`config.mk`:
```
export PLATFORM = sky130hd
export DESIGN_NAME = alu_arbiter_flat
export DESIGN_NICKNAME = d
export VERILOG_FILES = /design/src/rtl/alu_arbiter_if.sv /design/src/rtl/alu_arbiter.sv /design/src/flat_wrapper.sv
export SDC_FILE = /design/constraint.sdc
export NUM_CORES = 1
export LEC_CHECK = 0
export ABC_AREA = 0
export ABC_CLOCK_PERIOD_IN_PS = 2000
export CAP_MARGIN = 25
export CORE_UTILIZATION = 25
export DETAILED_ROUTE_END_ITERATION = 7
export REMOVE_ABC_BUFFERS = 1
export SYNTH_ARGS = -nofsm -noshare
export SYNTH_HDL_FRONTEND = slang
export SYNTH_SLANG_ARGS = --single-unit
```
`constraint.sdc`:
```
create_clock -name clock -period 2 [get_ports clock]
set_clock_uncertainty 0.2 [all_clocks]
set_input_delay 0.3 -clock clock [delete_from_list [all_inputs] [get_ports clock]]
set_output_delay 0.3 -clock clock [all_outputs]
set_load 0.03 [all_outputs]
```
`src/rtl/alu_arbiter_if.sv`:
```
// Bundle of signals between alu_arbiter, its two requesters and the shared alu.
// slave is the arbiter's view; master is the view of the clients plus the alu.
interface alu_arbiter_if #(
  parameter int WIDTH = 8
);
  logic                 req0;
  logic                 req1;
  logic [WIDTH-1:0]     a0;
  logic [WIDTH-1:0]     b0;
  logic [WIDTH-1:0]     a1;
  logic [WIDTH-1:0]     b1;
  logic [3:0]           cmd0;
  logic [3:0]           cmd1;
  logic                 gnt0;
  logic                 gnt1;
  logic                 done0;
  logic                 done1;
  logic [2*WIDTH-1:0]   result;
  logic                 err;
  logic                 busy;
  logic [WIDTH-1:0]     alu_a;
  logic [WIDTH-1:0]     alu_b;
  logic [3:0]           alu_cmd;
  logic                 alu_oe;
  logic [2*WIDTH-1:0]   alu_dout;

  modport slave (
    input  req0, req1, a0, b0, a1, b1, cmd0, cmd1, alu_dout,
    output gnt0, gnt1, done0, done1, result, err, busy,
           alu_a, alu_b, alu_cmd, alu_oe
  );

  modport master (
    output req0, req1, a0, b0, a1, b1, cmd0, cmd1, alu_dout,
    input  gnt0, gnt1, done0, done1, result, err, busy,
           alu_a, alu_b, alu_cmd, alu_oe
  );
endinterface

```
`src/rtl/alu_arbiter.sv`:
```
// Round-robin arbiter sharing one combinational alu between two requesters.
// Each operation runs IDLE -> GRANT -> EXEC -> RESP, one op per four cycles at best.
module alu_arbiter #(
  parameter int         WIDTH   = 8,
  parameter logic [3:0] DIV_CMD = 4'b0101
) (
  input  logic          clock,
  input  logic          resetn,
  alu_arbiter_if.slave  bus
);

  typedef enum logic [1:0] {
    IDLE  = 2'd0,
    GRANT = 2'd1,
    EXEC  = 2'd2,
    RESP  = 2'd3
  } state_t;

  state_t             state_q,  state_d;
  logic [WIDTH-1:0]   a_q,      a_d;
  logic [WIDTH-1:0]   b_q,      b_d;
  logic [3:0]         cmd_q,    cmd_d;
  logic               winner_q, winner_d;
  logic               prio_q,   prio_d;
  logic [2*WIDTH-1:0] result_q, result_d;
  logic               err_q,    err_d;

  logic               pick;
  logic               bypass;

  // prio_q names the requester that wins a tie.
  assign pick   = bus.req1 && (!bus.req0 || prio_q);
  assign bypass = (cmd_q == DIV_CMD) && (b_q == '0);

  always_comb begin
    state_d  = state_q;
    a_d      = a_q;
    b_d      = b_q;
    cmd_d    = cmd_q;
    winner_d = winner_q;
    prio_d   = prio_q;
    result_d = result_q;
    err_d    = err_q;
    case (state_q)
      IDLE: begin
        if (bus.req0 || bus.req1) begin
          winner_d = pick;
          a_d      = pick ? bus.a1   : bus.a0;
          b_d      = pick ? bus.b1   : bus.b0;
          cmd_d    = pick ? bus.cmd1 : bus.cmd0;
          state_d  = GRANT;
        end
      end
      GRANT: begin
        state_d = EXEC;
      end
      EXEC: begin
        // Entering RESP: the other requester gets the next tie.
        prio_d  = ~winner_q;
        state_d = RESP;
        if (bypass) begin
          result_d = '0;
          err_d    = 1'b1;
        end else begin
          result_d = bus.alu_dout;
          err_d    = 1'b0;
        end
      end
      RESP: begin
        state_d = IDLE;
      end
      default: begin
        state_d = IDLE;
      end
    endcase
  end

  always_ff @(posedge clock or negedge resetn) begin
    if (!resetn) begin
      state_q  <= IDLE;
      a_q      <= '0;
      b_q      <= '0;
      cmd_q    <= '0;
      winner_q <= 1'b0;
      prio_q   <= 1'b0;
      result_q <= '0;
      err_q    <= 1'b0;
    end else begin
      state_q  <= state_d;
      a_q      <= a_d;
      b_q      <= b_d;
      cmd_q    <= cmd_d;
      winner_q <= winner_d;
      prio_q   <= prio_d;
      result_q <= result_d;
      err_q    <= err_d;
    end
  end

  assign bus.gnt0    = (state_q == GRANT) && !winner_q;
  assign bus.gnt1    = (state_q == GRANT) &&  winner_q;
  assign bus.done0   = (state_q == RESP)  && !winner_q;
  assign bus.done1   = (state_q == RESP)  &&  winner_q;
  assign bus.busy    = (state_q != IDLE);
  assign bus.result  = result_q;
  assign bus.err     = err_q;
  // The alu sees the latched operands for the whole operation; oe only in EXEC.
  assign bus.alu_a   = a_q;
  assign bus.alu_b   = b_q;
  assign bus.alu_cmd = cmd_q;
  assign bus.alu_oe  = (state_q == EXEC) && !bypass;

endmodule

```
`src/flat_wrapper.sv`:
```
// flat-port wrapper written by rule: the top's interface ports become plain ports
module alu_arbiter_flat 
#(
  parameter int         WIDTH   = 8,
  parameter logic [3:0] DIV_CMD = 4'b0101
)
  (clock, resetn, bus_req0, bus_req1, bus_a0, bus_b0, bus_a1, bus_b1, bus_cmd0, bus_cmd1, bus_alu_dout, bus_gnt0, bus_gnt1, bus_done0, bus_done1, bus_result, bus_err, bus_busy, bus_alu_a, bus_alu_b, bus_alu_cmd, bus_alu_oe);
  alu_arbiter_if #(.WIDTH(WIDTH)) bus_i ();
  input  logic clock;
  input  logic resetn;
  input wire logic [$bits(bus_i.req0)-1:0] bus_req0;
  input wire logic [$bits(bus_i.req1)-1:0] bus_req1;
  input wire logic [$bits(bus_i.a0)-1:0] bus_a0;
  input wire logic [$bits(bus_i.b0)-1:0] bus_b0;
  input wire logic [$bits(bus_i.a1)-1:0] bus_a1;
  input wire logic [$bits(bus_i.b1)-1:0] bus_b1;
  input wire logic [$bits(bus_i.cmd0)-1:0] bus_cmd0;
  input wire logic [$bits(bus_i.cmd1)-1:0] bus_cmd1;
  input wire logic [$bits(bus_i.alu_dout)-1:0] bus_alu_dout;
  output wire logic [$bits(bus_i.gnt0)-1:0] bus_gnt0;
  output wire logic [$bits(bus_i.gnt1)-1:0] bus_gnt1;
  output wire logic [$bits(bus_i.done0)-1:0] bus_done0;
  output wire logic [$bits(bus_i.done1)-1:0] bus_done1;
  output wire logic [$bits(bus_i.result)-1:0] bus_result;
  output wire logic [$bits(bus_i.err)-1:0] bus_err;
  output wire logic [$bits(bus_i.busy)-1:0] bus_busy;
  output wire logic [$bits(bus_i.alu_a)-1:0] bus_alu_a;
  output wire logic [$bits(bus_i.alu_b)-1:0] bus_alu_b;
  output wire logic [$bits(bus_i.alu_cmd)-1:0] bus_alu_cmd;
  output wire logic [$bits(bus_i.alu_oe)-1:0] bus_alu_oe;
  assign bus_i.req0 = bus_req0;
  assign bus_i.req1 = bus_req1;
  assign bus_i.a0 = bus_a0;
  assign bus_i.b0 = bus_b0;
  assign bus_i.a1 = bus_a1;
  assign bus_i.b1 = bus_b1;
  assign bus_i.cmd0 = bus_cmd0;
  assign bus_i.cmd1 = bus_cmd1;
  assign bus_i.alu_dout = bus_alu_dout;
  assign bus_gnt0 = bus_i.gnt0;
  assign bus_gnt1 = bus_i.gnt1;
  assign bus_done0 = bus_i.done0;
  assign bus_done1 = bus_i.done1;
  assign bus_result = bus_i.result;
  assign bus_err = bus_i.err;
  assign bus_busy = bus_i.busy;
  assign bus_alu_a = bus_i.alu_a;
  assign bus_alu_b = bus_i.alu_b;
  assign bus_alu_cmd = bus_i.alu_cmd;
  assign bus_alu_oe = bus_i.alu_oe;
  alu_arbiter #(.WIDTH(WIDTH), .DIV_CMD(DIV_CMD)) u_core (.clock(clock), .resetn(resetn), .bus(bus_i));
endmodule
```
==> impl_metrics.toml, run 1 <==
[critical_path]
start_kind = "flop"
crit_chain = "nor4b_4 > and3_4 > nor2b_1 > buf_4"
max_stage_delay_ps = 430
cp.arrival_ps = 1460
endpoint_kind = "output pin"
crit_start = "u_core.bus.alu_b[2]"
cp_slowest_cell = "dfrtp_1"
cp.required_ps = 1500
worst-setup-path-type = "reg2out"
critPathMaxFanout = 3
reg2reg_from = "u_core.state_q[0]"

[floorplan]
core.rowCount = 31
io_pins = 103
die_w_um = 90.2
initial_utilization_pct = 26.3
die_area_mm2 = 0.00814
die_height_um = 90.2
fp.coreArea_mm2 = 0.00741

[power]
power_density_mw_per_mm2 = 1550
power_mw = 5.03
vdd_drop_max_mv = 0.577
leakagePower_nw = 1.35

[cts]
h-tree-depth = 2
cts.path.max_buffers = 2
clk_pin_slew_ps = 70
clk_latency_ps = 290
cts_tree = "built"
clock-sinks = 41
cts_buffers = 5
cts_root_buffer = "clkbuf_8"

[sta]
min_period_ps = 1960
slew_headroom_pct = 57.7
fin_ws_ps = 41.2
slew_violations = 0
rsz0062_at_grt = "yes"
worst_slew_pin_slew_ps = 634
timing.fmax_ghz = 0.511
setup_viol = 0
finalHoldViolCount = 0
tns_ps = 0
fin_crit_sh_pct = 97.9

[finish]
drive_gt1_share_pct = 9.63
synthToLayoutAreaGrowth_pct = 66.6
layout_commonest_cell = "clkdlybuf4s50_1"
final_cell_mix = "95 x clkdlybuf4s50_1, 41 x dfrtp_1, 22 x nor2_1"
insertedDiodeCount = 0
layout.nets = 386
design_area_mm2 = 0.00324
n_fill_cell = 712

[grt]
gr-total-overflow = 0
grt_max_degree = 36
antenna_found_initial = 0
grt_use_total_pct = 14.3
grt_pass1_vias = 1904
grt_pass1_wl_um = 9290

[job]
cap_violations = 0

[synthesis]
synth_edf_count = 0
synth_area_mm2 = 0.00195
synth_flop_cell = "dfrtp_1"
syn_area_per_cell_um2 = 8.97
ys_types = 29
ys_seq_area_share_pct = 52.7
netlist_instances = 217
synthArstFlopShare_pct = 100
yosys_warnings = 0
ys_ff_latch = 41

[routing]
vias = 1909
via_per_inst = 4.53
first_pass_iters = 4
drt-initial-drc-count = 57
ant_nets = 0
drc = 0
wl_per_cell_um = 13.7
totalWireLength_um = 5760

[worst_hold_path]
worstHoldStart = "u_core.bus.err"
hold_class = "reg2reg"

[place]
gp_congestion = 0.770
portBuffers = 102
dpl_cell_area_mm2 = 0.00310
dp_worst_setup_slack_ps = -58.4
dp_hpwl_um = 4160

[outcome]
status = "complete, no violations"
-- critical path, delay by kind of cell (launching register included) --
kind,cells,cell delay (ps)
buf+inv,1,160
flops,1,430
simple gates,3,590
-- per-stage QoR --
stage / utilization [%] / hold slack (ps) / std cells
after floorplan: - / -196 / 199
after global placement: 41.8 / 132 / 410
after detailed placement: 41.8 / 128 / 410
after CTS: 43.4 / 325 / 419
after global routing: 43.8 / 359 / 421
final: 43.8 / 319 / 421
-- repair_timing --
action | in CTS | in global routing
setup endpoints to repair | 6 | 5
gates resized for setup | 10 | 9
hold buffers | 1 | 0
pin swaps | 1 | 2
setup buffers | 1 | 2
endpoints found under the hold margin | 22 | 0
-- power breakdown --
group	switching (mW)	leakage [nW]	total, mW	internal [mW]
clock network	0.271	0.0443	0.545	0.274
logic	1.67	0.825	2.93	1.26
registers	0.315	0.480	1.56	1.24
-- Yosys cell counts, types with 2 or more instances --
cell type	n	share of area, %
nand3_1	20	5.1
a21oi_1	2	0.51
dfrtp_1	41	53
and2_1	2	0.64
inv_1	20	3.9
o22ai_1	16	5.1
buf_2	5	1.3
o21ai_0	20	5.1
nor2_1	22	4.2
ha_1	4	2.6
clkbuf_1	9	1.7
nor4b_1	2	0.90
buf_1	2	0.39
nand2_1	16	3.1
nor2b_1	3	0.96
a31oi_1	20	6.4
-- final timing paths --
kind | to | slack [ps] | cells past startpoint
max | bus_alu_oe | 40 | 4
min | u_core.bus.err | 320 | 1
max reg2reg | u_core.state_q[1] | 240 | 5
min reg2reg | u_core.bus.err | 320 | 1
min in group asynchronous | u_core.bus.result[10] | 350 | 2
max in group asynchronous | u_core.prio_q | 760 | 3
-- cells by family after synthesis --
logic type | Yosys count | share of synthesized area, %
AO/OA/AOI/OAI | 60 | 18.1
adder cells (fa/ha/maj) | 4 | 2.57
buffers and inverters | 39 | 8.42
flip-flops | 41 | 52.7
multiplexers | 2 | 1.35
AND/OR/NAND/NOR | 71 | 16.9
-- state kept, by name, summed over array words and instances (netlist names) --
signal and cells:
u_core.bus.result 16, u_core.bus.alu_a 8, u_core.bus.alu_b 8, u_core.bus.alu_cmd 4
u_core.state_q 2, u_core.bus.err 1, u_core.prio_q 1, u_core.winner_q 1
-- area by class of cell --
| class | count | area (um^2) | share of cell area [%] |
|---|---|---|---|
| flip-flops and latches | 41 | 1030 | 31.6 |
| clock buffers | 7 | 86.3 | 2.66 |
| repair buffers | 116 | 1130 | 34.8 |
| inverters | 21 | 78.8 | 2.43 |
| multi-input cells | 137 | 798 | 24.6 |
| well taps | 99 | 124 | 3.82 |
-- routing by layer --
metal,track usage [%],up-vias,wire [um]
li1,-,957,-
met2,22.9,78,2580
met3,4.91,5,469
met5,0,-,0
met1,18.6,869,2670
met4,3.23,0,36
No activity file was read; power rests on OpenSTA's default activity.
==> inputs of run 2 (changes only) <==
--- a/config.mk
+++ b/config.mk
@@ -7,7 +7,7 @@
 export LEC_CHECK = 0
 export ABC_AREA = 0
 export ABC_CLOCK_PERIOD_IN_PS = 2000
-export CAP_MARGIN = 25
+export CAP_MARGIN = 0
 export CORE_UTILIZATION = 25
 export DETAILED_ROUTE_END_ITERATION = 7
 export REMOVE_ABC_BUFFERS = 1
==> results of run 2 <==
No change in the layout: final DEF, timing and power equal those of run 1.
==> inputs of run 3 (changes only) <==
--- a/config.mk
+++ b/config.mk
@@ -10,6 +10,7 @@
 export CAP_MARGIN = 0
 export CORE_UTILIZATION = 25
 export DETAILED_ROUTE_END_ITERATION = 7
+export MAX_ROUTING_LAYER = met4
 export REMOVE_ABC_BUFFERS = 1
 export SYNTH_ARGS = -nofsm -noshare
 export SYNTH_HDL_FRONTEND = slang
==> run 3 against run 2 <==
  * Non-clock buffer count unchanged
  * Final area is the same
  * Hold slack better by 2.1 ps
  * Critical path type unchanged
  * Largest power group unchanged
==> impl_metrics.toml, run 3 (synthesis gave the netlist of run 1 again) <==
[place]
portBuffers = 102
gp_congestion = 0.780
dp_hpwl_um = 4160

[power]
swShare_pct = 44.7
power_density_mw_per_mm2 = 1550
p_int_mw = 2.78
vdd_drop_max_mv = 0.576
power_mw = 5.03
clkPwrFrac_pct = 10.8
p_comb_share_pct = 58.3
leakagePower_nw = 1.35
seqPwrFrac_pct = 30.9
switchingPower_mw = 2.25

[grt]
antenna_found_initial = 0
gr-total-overflow = 0
busiest_layer = "met2"
grtUsageMet2_pct = 23.0
use_met3_pct = 3.98
grt_pass1_vias = 1912
grt_use_total_pct = 14.7
use_met1_pct = 19.1
grt_pass1_wl_um = 9290
grt_max_degree = 36

[critical_path]
endpoint_kind = "output pin"
cp.arrival_ps = 1460
critPathMaxFanout = 3
regToRegEndpoint = "u_core.state_q[1]"
worst-setup-path-type = "reg2out"
reg2reg_from = "u_core.state_q[0]"
cp.required_ps = 1500
rrSetupSlack_ps = 240
crit_chain = "nor4b_4 > and3_4 > nor2b_1 > buf_4"
worstRegToRegCells = 5
start_kind = "flop"
cp_slowest_cell = "dfrtp_1"
max_stage_delay_ps = 430

[finish]
insertedDiodeCount = 0
n_fill_cell = 712
largest_reg_flops = 16
layout_commonest_cell = "clkdlybuf4s50_1"
final_cell_mix = "95 x clkdlybuf4s50_1, 41 x dfrtp_1, 22 x nor2_1"
drive_gt1_share_pct = 9.63
seqCellArea_mm2 = 0.00103
synthToLayoutAreaGrowth_pct = 66.6
multi_input_area_um2 = 798
layout.nets = 386

[cts]
h-tree-depth = 2
cts.path.max_buffers = 2
clock-sinks = 41
cts_tree = "built"
clk_latency_ps = 290
cts_root_buffer = "clkbuf_8"
clk_pin_slew_ps = 70
cts_buffers = 5

[sta]
tns_ps = 0
worst_slew_pin_slew_ps = 631
hold_ws_ps = 321
finalHoldViolCount = 0
setup_viol = 0
slew_headroom_pct = 57.9
rsz0062_at_grt = "yes"
fin_crit_sh_pct = 97.8
timing.fmax_ghz = 0.511
slew_violations = 0
min_period_ps = 1960

[worst_hold_path]
whs_path_depth = 1
worstHoldStart = "u_core.bus.err"
hold_path_end = "u_core.bus.err"
hold_class = "reg2reg"

[outcome]
status = "complete, no violations"

[floorplan]
die_w_um = 90.2
initial_utilization_pct = 26.3
io_pins = 103
core.rowCount = 31
fp.coreArea_mm2 = 0.00741
die_area_mm2 = 0.00814
die_height_um = 90.2

[routing]
wl_per_cell_um = 13.7
via_per_inst = 4.52
drc = 0
first_pass_iters = 6
totalWireLength_um = 5780
vias = 1901
drt-initial-drc-count = 66
ant_nets = 0

[job]
cap_violations = 0
-- run 3: cell counts in the layout (fill, tap and decap cells not counted) --
No cell type changed its count.
-- run 3: final cells by class --
type	count	area share (%)
Timing Repair Buffer	116	34.8
Sequential cell	41	31.6
Multi-Input combinational cell	137	24.6
Tap cell	99	3.82
Clock buffer	7	2.66
Inverter	21	2.43
-- run 3: power by group through the flow --
stage / Clock [mW] / Sequential (mW) / Combinational, mW
floorplan: 0 / 2.21 / 0.949
global placement: 0 / 1.51 / 2.91
detailed placement: 0 / 1.53 / 2.94
CTS: 0.570 / 1.54 / 2.92
global route: 0.601 / 1.62 / 3.14
finish: 0.541 / 1.56 / 2.93
-- run 3: repair_timing --
action,4_1_cts,5_1_grt
setup buffers,1,2
hold buffers,1,0
endpoints found under the setup margin,6,5
gates resized for setup,10,9
pin swaps,1,2
endpoints found under the hold margin,22,0
-- run 3: worst max-delay path by stage --
stage	from	end	depth (start not counted)
after CTS	u_core.state_q[1]	bus_gnt0	4
after global placement	bus_req1	u_core.bus.alu_cmd[3]	4
final	u_core.bus.alu_b[2]	bus_alu_oe	4
after floorplan	u_core.state_q[0]	bus_alu_oe	3
after global routing	u_core.bus.alu_b[5]	bus_alu_oe	4
after detailed placement	bus_req1	u_core.bus.alu_b[3]	4
-- run 3: critical path, delay by kind of cell (launching register included) --
| family | cells | cell delay [ps] |
|---|---|---|
| and+or+nand+nor | 3 | 590 |
| buffers and inverters | 1 | 160 |
| DFF | 1 | 430 |
-- run 3: layer usage --
metal	up-vias	part of all wire [%]
met2	78	46
met1	858	47
met4	0	0.71
li1	960	-
met3	5	7.0
met5	-	0
-- run 3: metrics by stage --
stage / cell area [um^2] / utilization [%] / cells / setup slack [ps]
after floorplan: 1860 / - / 199 / -237
after global placement: 3100 / 41.8 / 410 / -5.11
after detailed placement: 3100 / 41.8 / 410 / -58.4
after CTS: 3220 / 43.4 / 419 / 4.14
after global routing: 3240 / 43.8 / 421 / -33.9
final: 3240 / 43.8 / 421 / 43.1
